[config.mk]
export PLATFORM = sky130hd
export DESIGN_NAME = round_key_buffer
export DESIGN_NICKNAME = d
export VERILOG_FILES = /design/src/rtl/round_key_buffer.sv
export SDC_FILE = /design/constraint.sdc
export NUM_CORES = 2
export LEC_CHECK = 0
export ABC_AREA = 1
export CORE_MARGIN = 2
export CORE_UTILIZATION = 25
export CTS_CLUSTER_SIZE = 20
export DETAILED_ROUTE_END_ITERATION = 8
export DONT_BUFFER_PORTS = 1
export PLACE_DENSITY = 0.38
export SYNTH_ARGS = -nofsm -noshare
export SYNTH_HDL_FRONTEND = slang
export SYNTH_SLANG_ARGS = --single-unit
[constraint.sdc]
create_clock -name clk -period 4.3 [get_ports clk]
set_clock_uncertainty 0.15 [all_clocks]
set_input_delay 1.075 -clock clk [delete_from_list [all_inputs] [get_ports clk]]
set_output_delay 1.075 -clock clk [all_outputs]
set_load 0.1 [all_outputs]
[src/rtl/round_key_buffer.sv]
// round_key_buffer: stores the expanded round keys one bus beat at a time, then
// replays them forward or reverse on a valid/ready stream as often as needed.
module round_key_buffer #(
    parameter int KEY_W    = 128,
    parameter int BUS_W    = 8,
    parameter int NUM_KEYS = 11
) (
    input  logic                        clk,
    input  logic                        rst,
    input  logic                        start,
    input  logic                        in_valid,
    input  logic [BUS_W-1:0]            in_data,
    input  logic                        rd_start,
    input  logic                        rd_dir,
    input  logic                        out_ready,
    output logic                        out_valid,
    output logic [BUS_W-1:0]            out_data,
    output logic [$clog2(NUM_KEYS)-1:0] out_key_idx,
    output logic                        out_last,
    output logic                        load_done,
    output logic                        busy,
    output logic                        err
);
    localparam int BEATS = KEY_W / BUS_W;
    localparam int DEPTH = NUM_KEYS * BEATS;
    localparam int AW    = $clog2(DEPTH);
    localparam int KW    = $clog2(NUM_KEYS);
    localparam int BW    = BEATS > 1 ? $clog2(BEATS) : 1;

    typedef enum logic [1:0] {IDLE, LOAD, READY, STREAM} state_t;

    state_t           r_state;
    logic [BUS_W-1:0] r_mem [DEPTH];
    logic [AW-1:0]    r_wr_ptr;
    logic [KW-1:0]    r_key;
    logic [BW-1:0]    r_beat;
    logic             r_dir;
    logic             r_valid;
    logic             r_last;
    logic             r_load_done;
    logic             r_err;
    logic [BUS_W-1:0] r_data;

    logic [AW-1:0]    w_raddr;
    logic [KW-1:0]    w_nkey;
    logic [KW-1:0]    w_rkey;
    logic [BW-1:0]    w_nbeat;
    logic [BW-1:0]    w_rbeat;
    logic             w_beat_end;
    logic             w_final;
    logic             w_xfer;
    logic             w_wr;

    // Read address is the beat that will be on the bus after this edge:
    // the first beat of the replay in READY, the following beat in STREAM.
    always_comb begin
        w_beat_end = r_beat == BW'(BEATS - 1);
        w_final    = w_beat_end && r_key == (r_dir ? KW'(0) : KW'(NUM_KEYS - 1));
        w_nbeat    = w_beat_end ? '0 : r_beat + BW'(1);
        w_nkey     = !w_beat_end ? r_key : r_dir ? r_key - KW'(1) : r_key + KW'(1);
        w_rkey     = r_state == READY ? (rd_dir ? KW'(NUM_KEYS - 1) : KW'(0)) : w_nkey;
        w_rbeat    = r_state == READY ? '0 : w_nbeat;
        w_raddr    = AW'(w_rkey) * AW'(BEATS) + AW'(w_rbeat);
        w_xfer     = r_valid && out_ready;
        w_wr       = r_state == LOAD && in_valid && !start;
    end

    always_ff @(posedge clk) begin
        if (w_wr)
            r_mem[r_wr_ptr] <= in_data;
    end

    always_ff @(posedge clk or negedge rst) begin
        if (!rst) begin
            r_state     <= IDLE;
            r_wr_ptr    <= '0;
            r_key       <= '0;
            r_beat      <= '0;
            r_dir       <= 1'b0;
            r_valid     <= 1'b0;
            r_last      <= 1'b0;
            r_load_done <= 1'b0;
            r_err       <= 1'b0;
            r_data      <= '0;
        end else if (start) begin
            r_state     <= LOAD;
            r_wr_ptr    <= '0;
            r_load_done <= 1'b0;
            r_err       <= 1'b0;
            r_valid     <= 1'b0;
            r_last      <= 1'b0;
        end else begin
            case (r_state)
                IDLE: begin
                    if (in_valid || rd_start)
                        r_err <= 1'b1;
                end
                LOAD: begin
                    if (rd_start)
                        r_err <= 1'b1;
                    if (in_valid) begin
                        r_wr_ptr <= r_wr_ptr + AW'(1);
                        if (r_wr_ptr == AW'(DEPTH - 1)) begin
                            r_state     <= READY;
                            r_load_done <= 1'b1;
                        end
                    end
                end
                READY: begin
                    if (in_valid)
                        r_err <= 1'b1;
                    if (rd_start) begin
                        r_dir   <= rd_dir;
                        r_key   <= w_rkey;
                        r_beat  <= '0;
                        r_valid <= 1'b1;
                        r_data  <= r_mem[w_raddr];
                        r_last  <= w_rbeat == BW'(BEATS - 1);
                        r_state <= STREAM;
                    end
                end
                STREAM: begin
                    if (rd_start || in_valid)
                        r_err <= 1'b1;
                    if (w_xfer) begin
                        if (w_final) begin
                            r_valid <= 1'b0;
                            r_last  <= 1'b0;
                            r_state <= READY;
                        end else begin
                            r_key  <= w_nkey;
                            r_beat <= w_nbeat;
                            r_data <= r_mem[w_raddr];
                            r_last <= w_nbeat == BW'(BEATS - 1);
                        end
                    end
                end
                default: r_state <= IDLE;
            endcase
        end
    end

    assign out_valid   = r_valid;
    assign out_data    = r_data;
    assign out_key_idx = r_key;
    assign out_last    = r_last;
    assign load_done   = r_load_done;
    assign busy        = r_state == LOAD || r_state == STREAM;
    assign err         = r_err;
endmodule

After elaboration in Yosys (flattened, before gate mapping)

Memories as Yosys holds them, arrays and structs flattened.
Cells that the tools add are included.

Register bits: 31
Word-level logic and storage cells: 108
Output and inout port bits: 17
Bits in writable memories: 1408
Input bits: 15
Memories: 1

Memory list:

| memory | depth | bits a word | rd ports | clocked after memory_dff | wr ports | line | text |
|---|---|---|---|---|---|---|---|
| r_mem  | 176   | 8           | 1        | 0                        | 1        | 33   | `logic [BUS_W-1:0] r_mem [DEPTH];` |

Eq/ne operators: 19
Multiplexer cells: 49
Reductions and logical operators: 23
Bitwise operators: 1
Add/sub/neg operators: 5

Operator list:

| cell                | count |
|---|---|
| $mux 4              | 13 |
| $mux 8              | 6 |
| $ne 3x3->1 const B  | 6 |
| $mux 1              | 17 |
| $pmux 4 s2          | 2 |
| $pmux 8 s2          | 1 |
| $eq 4x4->1 const B  | 3 |
| $mux 2              | 6 |
| $reduce_and 3->1    | 4 |
| $add 4x1->4 const B | 2 |
| $add 8x1->8 const B | 1 |
| $add 8x4->8         | 1 |
| $eq 8x8->1 const B  | 1 |
| $reduce_bool 2->1   | 4 |
| $ne 2x2->1 const B  | 3 |
| $pmux 2 s3          | 1 |
| $reduce_and 6->1    | 1 |
| $reduce_and 5->1    | 1 |
| $eq 2x2->1 const B  | 2 |
| $eq 4x4->1          | 1 |
| $logic_and 1x1->1   | 4 |
| $pmux 1 s2          | 2 |
| $reduce_and 4->1    | 1 |
| $reduce_bool 4->1   | 1 |
| other kinds (12)    | 13 |

Logic depth before layout (Yosys ltp)

An unclocked memory read counts as a cell.

Depth after elaboration: 9
Depth in mapped cells: 20
Gate-level depth less buffers: 17

Worst setup path before layout

OpenSTA, ideal clock, no wires.

Path kind: input to register
From: input start
To: memory r_mem[103][0], enable pin
Setup time: 0.395 ns
Buffers on the path: 1
Stages on the path: 4
Data arrival time: 2.541 ns
Data required time: 3.755 ns
Setup slack: 1.215 ns
Cell sequence: clkbuf_1 > nor2_1 > inv_1 > nor4_1

Cells in the longest elaborated chain, start to end: 4

Ends and longest elaborated chain:

| item                         | line | text |
|---|---|---|
| from (decl)                  | 10   | `input logic start,` |
| $logic_not 1->1              | 65   | `w_wr = r_state == LOAD && in_valid && !start;` |
| $logic_and 1x1->1            | 65   |  |
| $mux 1                       | 69   | `if (w_wr)` |
| $mux 1 (implied by the code) | 70   | `r_mem[r_wr_ptr] <= in_data;` |
| to (decl)                    | 33   |  |

No other way between the ends.

Worst setup path after layout

From: register r_state[0]
To: output busy

Cells in the longest elaborated chain, start to end: 2
Elaborated cells between the ends (all ways): 3
Classes of those cells: 2 x eq/ne; 1 x reduce/logical

Ends and longest elaborated chain:

| item                                            | line | text |
|---|---|---|
| from (decl)                                     | 32   | `state_t r_state;` |
| from (signal assigned)                          | 75   | `r_state <= IDLE;` |
| from (signal assigned)                          | 86   | `r_state <= LOAD;` |
| from (signal assigned)                          | 104  | `r_state <= READY;` |
| $eq 2x1->1 / $eq 2x2->1 (equally long branches) | 148  | `assign busy = r_state == LOAD \|\| r_state == STREAM;` |
| $logic_or 1x1->1 (*)                            | 148  |  |
| to (decl)                                       | 21   | `output logic busy,` |

Mark *: on every way between the ends. The rest lies on a longest branch, timed or not.

==> summary.txt <==
Pwr
  – Clk pwr share: 0.283
  – Reg power frac: 0.336
  – Sw Pwr: 19.3 mW
  – Pleak: 27.8 nW
  – Internal Pwr Total: 28.1 mW
  – Logic gate share of total power: 0.381
  – Switching Share: 0.407
  – Worst-case vdd ir drop: 0.599 mV
  – Total design power: 47.4 mW
  – PwrDens: 652 nW/um2

Synthesis
  – Ys flop type: edfxtp_1
  – Post-synthesis cell area: 63300 um2
  – Most common cell in the synthesized netlist: edfxtp_1
  – Area leader, netlist: edfxtp_1
  – FF+latch count, synth: 1439
  – Post-synth EDFFs: 1408
  – Synth Instances: 5900
  – Post-Syn Nets: 5928
  – Unique masters post-synth: 41
  – Synth top area share: 0.668
  – Ys async rst share: 0.0215
  – Yosys warnings: 0
  – Most frequent cells after synthesis: edfxtp_1 (1408), nand3_1 (1073), inv_1 (1013)
  – Area contributors post-synth: edfxtp_1 (67%), nand3_1 (8.5%), inv_1 (6.0%)
  – Seq/Total Area, Yosys: 0.680
  – Avg Inst Size Synth: 10.7 um2

Clock tree
  – TritonCTS clock tree: yes
  – Max H-tree Level: 4
  – Worst-path clk slew: 60 ps
  – Root buf cell: clkbuf_16
  – Clk sinks: 1439
  – Post-CTS setup buffer count: 0
  – TritonCTS Buffers: 163
  – Longest Clk Path Bufs: 3
  – Clk_lat worst skew: 800 ps

Timing
  – Rel. slew slack: 0.157
  – Slew at the pin closest to its max-slew limit: 1260 ps
  – Final slew viol count: 0
  – Setup TNS: 0 ps
  – Setup violations, final: 0
  – Max Clock Freq: 261 MHz
  – Min Tclk post-route: 3830 ps
  – Period utilisation layout: 0.890
  – RSZ-0062 raised after global routing: false
  – Hold Vio Cnt, Final: 0

Worst setup path
  – FF-to-FF setup slack: 480 ps
  – WP data required: 3070 ps
  – RR Endpoint: out_data[7]
  – Kind of critical path: flop to primary output
  – Crit path DAT: 2600 ps
  – Critical Path Start Type: flop
  – Worst R2R Path Depth: 15
  – Worst r2r src: r_beat[0]
  – Setup crit end kind: primary output
  – Crit path max fanout: 8

Placement
  – Placed instance area: 67800 um2
  – IO buf count: 0
  – GPL Wtd Cong: 0.786
  – Hpwl dp: 121 mm

Floorplan
  – Core area: 252000 um2
  – Rows: 184
  – Die ar.: 257000 um2
  – IO Count: 32
  – Die width: 507 um
  – Initial core utilization: 0.252
  – DIE HEIGHT: 507 um

Cells and area
  – Final #Nets: 5895
  – Syn-to-layout area delta: 14.9%
  – Multi-input logic area: 14700 um2
  – Design area: 72800 um2
  – Fill cells: 26100
  – Reg area: 43100 um2
  – Share of cells above drive strength 1: 0.0780

Routing
  – DR vias/cell: 4.59
  – Drt first pass iters: 5
  – DR WL/cell: 22.8 um
  – Vias: 42900
  – DRT iter0 DRCs: 3779
  – Drt drc: 0
  – Antenna-violating nets left: 0
  – Total Routed Length: 213 mm

Global route
  – GRT Util Overall: 0.163
  – Vias in the first global route: 41900
  – Initial antenna violation count: 9
  – First-pass GRT wire length: 310 mm
  – Grt total ovfl: 0
  – Largest net degree at the start of global routing: 177

Hold path
  – Hold path endpoint: out_valid
  – HP Start: start
  – Worst Hold Depth: 1
  – Tightest Hold Check Type: input port to flop

Outcome
  – Status: completed

Run
  – Max Cap Viol: 0
[critical path, stage by stage, from the launching register on]
cell     delay, ps
dfrtp_1        390
ha_1           410
inv_1          260
nand2_1        730
[layout make-up]
type	instances	share of cell area
sequential	1439	0.592
multi-input combinational	3039	0.202
clock buffer	218	0.0606
tap	3348	0.0576
inverter	1026	0.0535
timing repair buffer	198	0.0268
clock inverter	77	0.00789
antenna	3	0.000103
[worst max path at each step]
stage	slack, ps	startpoint	to
final	470	r_state[0]	busy
after global routing	320	r_beat[0]	out_data[5]
after CTS	330	r_state[0]	busy
after global placement	470	in_valid	r_mem[133][2]
after floorplan	1210	start	r_mem[103][0]
after detailed placement	460	in_valid	r_mem[133][2]
[cells by family after synthesis]
group                    count (synthesis)  synth area share
adder cells (fa/ha/maj)                 13           0.00269
XOR/XNOR                                 5          0.000692
buffers and inverters                 1422            0.0893
flip-flops                            1439             0.680
AO/OA/AOI/OAI                          379            0.0365
multiplexers                             1          0.000178
AND/OR/NAND/NOR                       2641             0.191
[registers in the layout, indices dropped and copies added, names as in the netlist]
register,cells
r_mem,1408
out_data,8
r_wr_ptr,8
out_key_idx,4
r_beat,4
r_state,2
err,1
load_done,1
out_last,1
out_valid,1
r_dir,1
[layer usage]
| metal | vias up | track usage | part of all wire |
|---|---|---|---|
| met5 | - | 0 | 0 |
| met4 | 0 | 0.0447 | 0.026 |
| met3 | 276 | 0.0214 | 0.044 |
| met2 | 988 | 0.262 | 0.47 |
| met1 | 21500 | 0.231 | 0.46 |
| li1 | 20100 | - | - |
[per-stage QoR]
step	hold slack (ps)	worst slack [ps]	util	std cells
after floorplan	353	1210	-	5900
after CTS	154	333	0.289	9345
final	223	472	0.289	9348
after global placement	369	470	0.269	9048
after detailed placement	391	465	0.269	9048
after global routing	181	321	0.289	9345
[placed cells by master, fill, tap and decap left out, types with 6 or more instances in the layout]
cell type / Yosys / final
clkbuf_1: 167 / 47
nor2_1: 253 / 253
nand4_1: 284 / 284
dfrtp_1: 31 / 31
o21ai_1: 12 / 12
buf_4: 21 / 160
inv_1: 1013 / 1013
o21ai_0: 134 / 133
nand3_1: 1073 / 1071
nand2_1: 985 / 982
inv_6: 0 / 9
ha_1: 12 / 12
clkinv_1: 2 / 38
or2_2: 33 / 33
clkinv_2: 0 / 22
bufinv_16: 0 / 6
clkbuf_16: 0 / 167
edfxtp_1: 1408 / 1408
buf_12: 0 / 37
a21oi_1: 70 / 70
o211ai_1: 148 / 148
[power by group through the flow]
stage,combinational (mW),sequential (mW),clock [mW]
global placement,18.4,16.2,0
finish,18.0,15.9,13.4
CTS,18.4,16.0,13.8
floorplan,11.3,16.3,0
global route,19.8,15.9,14.3
detailed placement,18.3,16.2,0
[what timing repair did]
| action | CTS | global route |
|---|---|---|
| endpoints found under the hold margin | 31 | 0 |
| resized for setup | 0 | 0 |
| hold buffers | 2 | 0 |
(Power assumes the default switching activity.)
